--- src/rtl/uart_packet_assembler.sv ---
// Byte-to-packet assembler: shifts received bytes into a PACKET_SIZE-bit packet (first byte in the MSBs),
// holds it for a valid/ready handshake and expires stale partial packets. Optional macro: UART_PAD_ON_TIMEOUT_EN.
module uart_packet_assembler #(
    parameter int unsigned PACKET_SIZE    = 184,
    parameter int unsigned TIMEOUT_CYCLES = 100000,
    parameter logic [7:0]  PAD_BYTE       = 8'h00
) (
    input  logic                                   clock,
    input  logic                                   reset,
    input  logic [7:0]                             byte_data,
    input  logic                                   byte_valid,
    output logic [PACKET_SIZE-1:0]                 packet,
    output logic                                   packet_valid,
    input  logic                                   packet_ready,
    output logic [$clog2(PACKET_SIZE/8+1)-1:0]     byte_count,
    output logic                                   overrun,
    output logic                                   timeout
);

    localparam int unsigned PACKET_BYTES = PACKET_SIZE / 8;
    localparam int unsigned CNT_W        = $clog2(PACKET_BYTES + 1);
    localparam int unsigned IDLE_W       = $clog2(TIMEOUT_CYCLES + 1);
    localparam logic [CNT_W-1:0]  CNT_FULL  = CNT_W'(PACKET_BYTES);
    localparam logic [CNT_W-1:0]  CNT_ONE   = CNT_W'(1);
    localparam logic [IDLE_W-1:0] IDLE_LAST = IDLE_W'(TIMEOUT_CYCLES - 1);
    localparam logic [IDLE_W-1:0] IDLE_ONE  = IDLE_W'(1);

`ifdef UART_PAD_ON_TIMEOUT_EN
    typedef enum logic [1:0] {ST_FILL = 2'd0, ST_HOLD = 2'd1, ST_PAD = 2'd2} state_t;
`else
    typedef enum logic {ST_FILL = 1'b0, ST_HOLD = 1'b1} state_t;
`endif

    state_t                   state_q,   state_d;
    logic [PACKET_SIZE-1:0]   packet_q,  packet_d;
    logic                     valid_q,   valid_d;
    logic [CNT_W-1:0]         count_q,   count_d;
    logic [IDLE_W-1:0]        idle_q,    idle_d;
    logic                     overrun_q, overrun_d;
    logic                     timeout_q, timeout_d;
    logic                     shift_s;
    logic                     pad_shift_s;
    logic [7:0]               in_byte_s;

    // Next-state logic: state transitions first, then a shared shift-in path for accepted or pad bytes.
    always_comb begin
        state_d     = state_q;
        packet_d    = packet_q;
        valid_d     = valid_q;
        count_d     = count_q;
        idle_d      = idle_q;
        overrun_d   = overrun_q;
        timeout_d   = 1'b0;
        shift_s     = 1'b0;
        pad_shift_s = 1'b0;

        case (state_q)
            ST_FILL: begin
                if (byte_valid) begin
                    // An arriving byte always beats a simultaneous expiry.
                    shift_s = 1'b1;
                    idle_d  = '0;
                end else if (count_q != '0) begin
                    if (idle_q == IDLE_LAST) begin
                        idle_d    = '0;
                        timeout_d = 1'b1;
`ifdef UART_PAD_ON_TIMEOUT_EN
                        state_d   = ST_PAD;
`else
                        count_d   = '0;
`endif
                    end else begin
                        idle_d = idle_q + IDLE_ONE;
                    end
                end else begin
                    idle_d = '0;
                end
            end
            ST_HOLD: begin
                if (packet_ready) begin
                    valid_d = 1'b0;
                    count_d = '0;
                    idle_d  = '0;
                    state_d = ST_FILL;
                    shift_s = byte_valid;
                end else if (byte_valid) begin
                    overrun_d = 1'b1;
                end else begin
                    overrun_d = overrun_q;
                end
            end
`ifdef UART_PAD_ON_TIMEOUT_EN
            ST_PAD: begin
                shift_s     = 1'b1;
                pad_shift_s = 1'b1;
                if (byte_valid) begin
                    overrun_d = 1'b1;
                end else begin
                    overrun_d = overrun_q;
                end
            end
`endif
            default: begin
                state_d = ST_FILL;
                valid_d = 1'b0;
                count_d = '0;
                idle_d  = '0;
            end
        endcase

        in_byte_s = pad_shift_s ? PAD_BYTE : byte_data;

        if (shift_s) begin
            packet_d = {packet_q[PACKET_SIZE-9:0], in_byte_s};
            count_d  = count_d + CNT_ONE;
            if (count_d == CNT_FULL) begin
                state_d = ST_HOLD;
                valid_d = 1'b1;
            end else begin
                valid_d = 1'b0;
            end
        end else begin
            packet_d = packet_q;
        end
    end

    // State and output registers with asynchronous reset.
    always_ff @(posedge clock or posedge reset) begin
        if (reset) begin
            state_q   <= ST_FILL;
            packet_q  <= '0;
            valid_q   <= 1'b0;
            count_q   <= '0;
            idle_q    <= '0;
            overrun_q <= 1'b0;
            timeout_q <= 1'b0;
        end else begin
            state_q   <= state_d;
            packet_q  <= packet_d;
            valid_q   <= valid_d;
            count_q   <= count_d;
            idle_q    <= idle_d;
            overrun_q <= overrun_d;
            timeout_q <= timeout_d;
        end
    end

    assign packet       = packet_q;
    assign packet_valid = valid_q;
    assign byte_count   = count_q;
    assign overrun      = overrun_q;
    assign timeout      = timeout_q;

endmodule
--- config.mk ---
export PLATFORM = sky130hd
export DESIGN_NAME = uart_packet_assembler
export DESIGN_NICKNAME = d
export VERILOG_FILES = /design/src/rtl/uart_packet_assembler.sv
export SDC_FILE = /design/constraint.sdc
export NUM_CORES = 1
export LEC_CHECK = 0
export CORE_MARGIN = 2
export CORE_UTILIZATION = 35
export CTS_CLUSTER_SIZE = 28
export DETAILED_ROUTE_END_ITERATION = 10
export PLACE_DENSITY = 0.56
export SKIP_CTS_REPAIR_TIMING = 1
export SYNTH_ARGS = -nofsm -noshare
export SYNTH_HDL_FRONTEND = slang
export SYNTH_SLANG_ARGS = --single-unit
--- constraint.sdc ---
create_clock -name clock -period 8.2 [get_ports clock]
set_input_delay 1.64 -clock clock [delete_from_list [all_inputs] [get_ports clock]]
set_output_delay 1.64 -clock clock [all_outputs]
set_load 0.02 [all_outputs]
==> impl_metrics.yaml <==
power_and_ir_drop:
  irDropWorstVdd_v: 0.000196
  clkPwrFrac_pct: 24.2
  power_frac_seq_pct: 36.8
  power_density_nw_per_um2: 416
  internal_power_uw: 3170
  p_sw_share_pct: 34.2
  combPwrFrac_pct: 39.0
  power.leakage_uw: 0.00483
  p_switching_uw: 1650
detailed_routing:
  num_vias: 5469
  wirelength_um: 20200
  drtPass1Iterations: 5
  final_antenna_net_count: 0
  drc: 0
  dr.first_iter.drc_count: 302
  post_drt_wl_per_cell_um: 18.2
  vias_per_cell: 4.94
job:
  cap_violations: 0
min_path:
  min_path_type: "reg2reg"
  min-delay-start: "overrun"
  worstHoldEndpoint: "overrun"
  hold_depth: 1
clock_tree:
  worstSkewPairLatency_ps: 510
  clockBufferDepth: 3
  htree_num_levels: 1
  clockRootBuffer: "clkbuf_16"
  cts_sinks: 210
  path_clk_slew_ps: 60
  cts_tree: "done"
  numCtsBuffers: 24
die:
  placeableCoreArea_sq_um: 23500
  die_h_um: 159
  fp-row-count: 56
  die_area_sq_um: 25200
  io_pins: 204
  initial_core_util_pct: 35.7
  die_w_um: 159
grt:
  grt_max_degree: 133
  first_global_vias: 5761
  track_usage_pct: 16.0
  overflow: 0
  antenna_found_initial: 0
  grt_first_pass_wirelength_um: 33100
synth:
  ys_types: 46
  synth_ff_type: "dfrtp_1"
  synth_top_area_cell: "dfrtp_1"
  synthMostInstantiatedCell: "dfrtp_1"
  synth_area_leaders: "dfrtp_1 (63%), mux2_2 (25%), buf_2 (0.90%)"
  netlist_area_sq_um: 8380
  synth_fp_nets: 582
  ys_seq_area_share_pct: 62.7
  yosys-top-cells-count: "dfrtp_1 (210), mux2_2 (184), buf_2 (15), nand2_1 (12)"
  synth-seq-cells: 210
  synth-edff-count: 0
  yosys_warnings: 0
  async_flop_share_pct: 100
  synthesis.area_per_instance_sq_um: 14.8
  syn_inst: 567
  synth_top_area_share_pct: 62.7
timing:
  finalCritPeriodShare_pct: 54.1
  fmax_mhz: 225
  fin_crit_ps: 4440
  rsz0062_at_grt: "no"
  final_hold_viol_count: 0
  drv_slew: 0
  slew_headroom_pct: 24.5
  fin_worst_skew_ps: 13.0
  worst_pin_slew_ps: 1130
  setup_viol: 0
  setup_tns_ps: 0
final_layout:
  area_delta_synth_final_pct: 38.4
  fill_cells: 2039
  multiInputGateArea_sq_um: 2960
  post-route-util_pct: 49.4
  seq_area_sq_um: 5260
  drive_gt1_share_pct: 29.6
  fin_nets: 785
  antenna_cells: 0
worst_setup_path:
  worstPathCellList: "clkdlybuf4s50_1, nand2b_1, nand2_4, buf_4, mux2_2"
  critical-path-max-stage-delay_ps: 950
  critical_path_buf_inv_count: 2
  worstPathRequired_ps: 8580
  path_class: "in2reg"
  regToRegStartpoint: "state_q"
  cp_max_fo: 86
  path_delay_family: "simple AND/OR/NAND/NOR gates"
  endpoint_kind: "register"
  crit_slowest_cell: "nand2_4"
  r2r_cells: 4
  critPathArrivalTime_ps: 4820
  crit_path_start_kind: "primary input"
  r2r_end: "packet[58]"
  worst-r2r-setup-slack_ps: 4840
place:
  place_congestion: 0.802
  portBuffers: 203
  dp_hpwl_um: 13300
run_status:
  status: "finished, final reports clean"
[cell families after synthesis]
family	after synthesis	share of synthesized area, %
DFF	210	62.7
muxes	184	24.7
and+or+nand+nor	82	5.73
AOI/OAI and AO/OA	43	3.73
buffers and inverters	39	2.06
xor gates and xnor gates	6	0.627
adders and majority gates	3	0.448
[sequential cells by signal, summed over array words and instances (netlist names)]
register      cells
timeout           1
packet_valid      1
idle_q           17
byte_count        5
overrun           1
packet          184
state_q           1
[placed cells by master, fill, tap and decap left out, types with 8 or more instances in the layout]
master / Yosys / final
nor3b_1: 9 / 9
clkdlybuf4s50_1: 0 / 203
dfrtp_1: 210 / 210
mux2_2: 184 / 184
nor3_1: 11 / 11
clkbuf_16: 0 / 25
nand3_1: 8 / 8
nand2_1: 12 / 11
nor2_1: 11 / 11
[worst register-to-register path: cells and delay by family, from the launching register on]
family	cells	cell delay [ps]
muxes	1	430
buffers and inverters	1	830
and+or+nand+nor	2	1420
DFF	1	550
[final cells by class]
| cell class | instances | area share (%) |
|---|---|---|
| timing repair buffer | 208 | 17.8 |
| clock buffer | 39 | 6.45 |
| clock inverter | 5 | 1.10 |
| inverter | 8 | 0.324 |
| tap | 319 | 3.44 |
| multi-input combinational | 318 | 25.5 |
| sequential | 210 | 45.3 |
[power groups by stage]
stage | combinational [uW] | sequential (uW) | clock (uW)
finish | 1880 | 1780 | 1160
global route | 1980 | 1850 | 1250
CTS | 1900 | 1790 | 1200
detailed placement | 1890 | 1800 | 0
global placement | 1880 | 1780 | 0
floorplan | 469 | 2190 | 0
[per-stage QoR]
step | setup slack, ps | total power (uW) | hold slack [ps] | instance area, sq um | instances
after CTS | 3770 | 4890 | 477 | 11600 | 1107
after detailed placement | 3260 | 3700 | 460 | 10700 | 1063
after floorplan | 822 | 2660 | 510 | 8380 | 567
after global placement | 3340 | 3660 | 445 | 10700 | 1063
final | 3760 | 4820 | 471 | 11600 | 1107
after global routing | 3520 | 5070 | 500 | 11600 | 1107
[layer usage]
layer / up-vias / track usage [%] / part of all wire, % / wire length (um)
met5: - / 0 / 0 / 0
met4: 0 / 4.13 / 2.3 / 456
met3: 32 / 5.88 / 8.8 / 1770
met2: 186 / 25.8 / 47 / 9540
met1: 2801 / 20.3 / 42 / 8390
li1: 2450 / - / - / -
[how the worst max path moves through the flow]
| stage | cells past startpoint | from | end |
|---|---|---|---|
| 3_3_place_gp | 5 | packet_ready | packet[135] |
| 4_1_cts | 5 | packet_ready | packet[58] |
| 2_1_floorplan | 1 | reset | byte_count[0] |
| 5_1_grt | 5 | packet_ready | packet[58] |
| 6_report | 5 | packet_ready | packet[58] |
| 3_5_place_dp | 5 | packet_ready | packet[58] |
No activity file was read; power rests on OpenSTA's default activity.
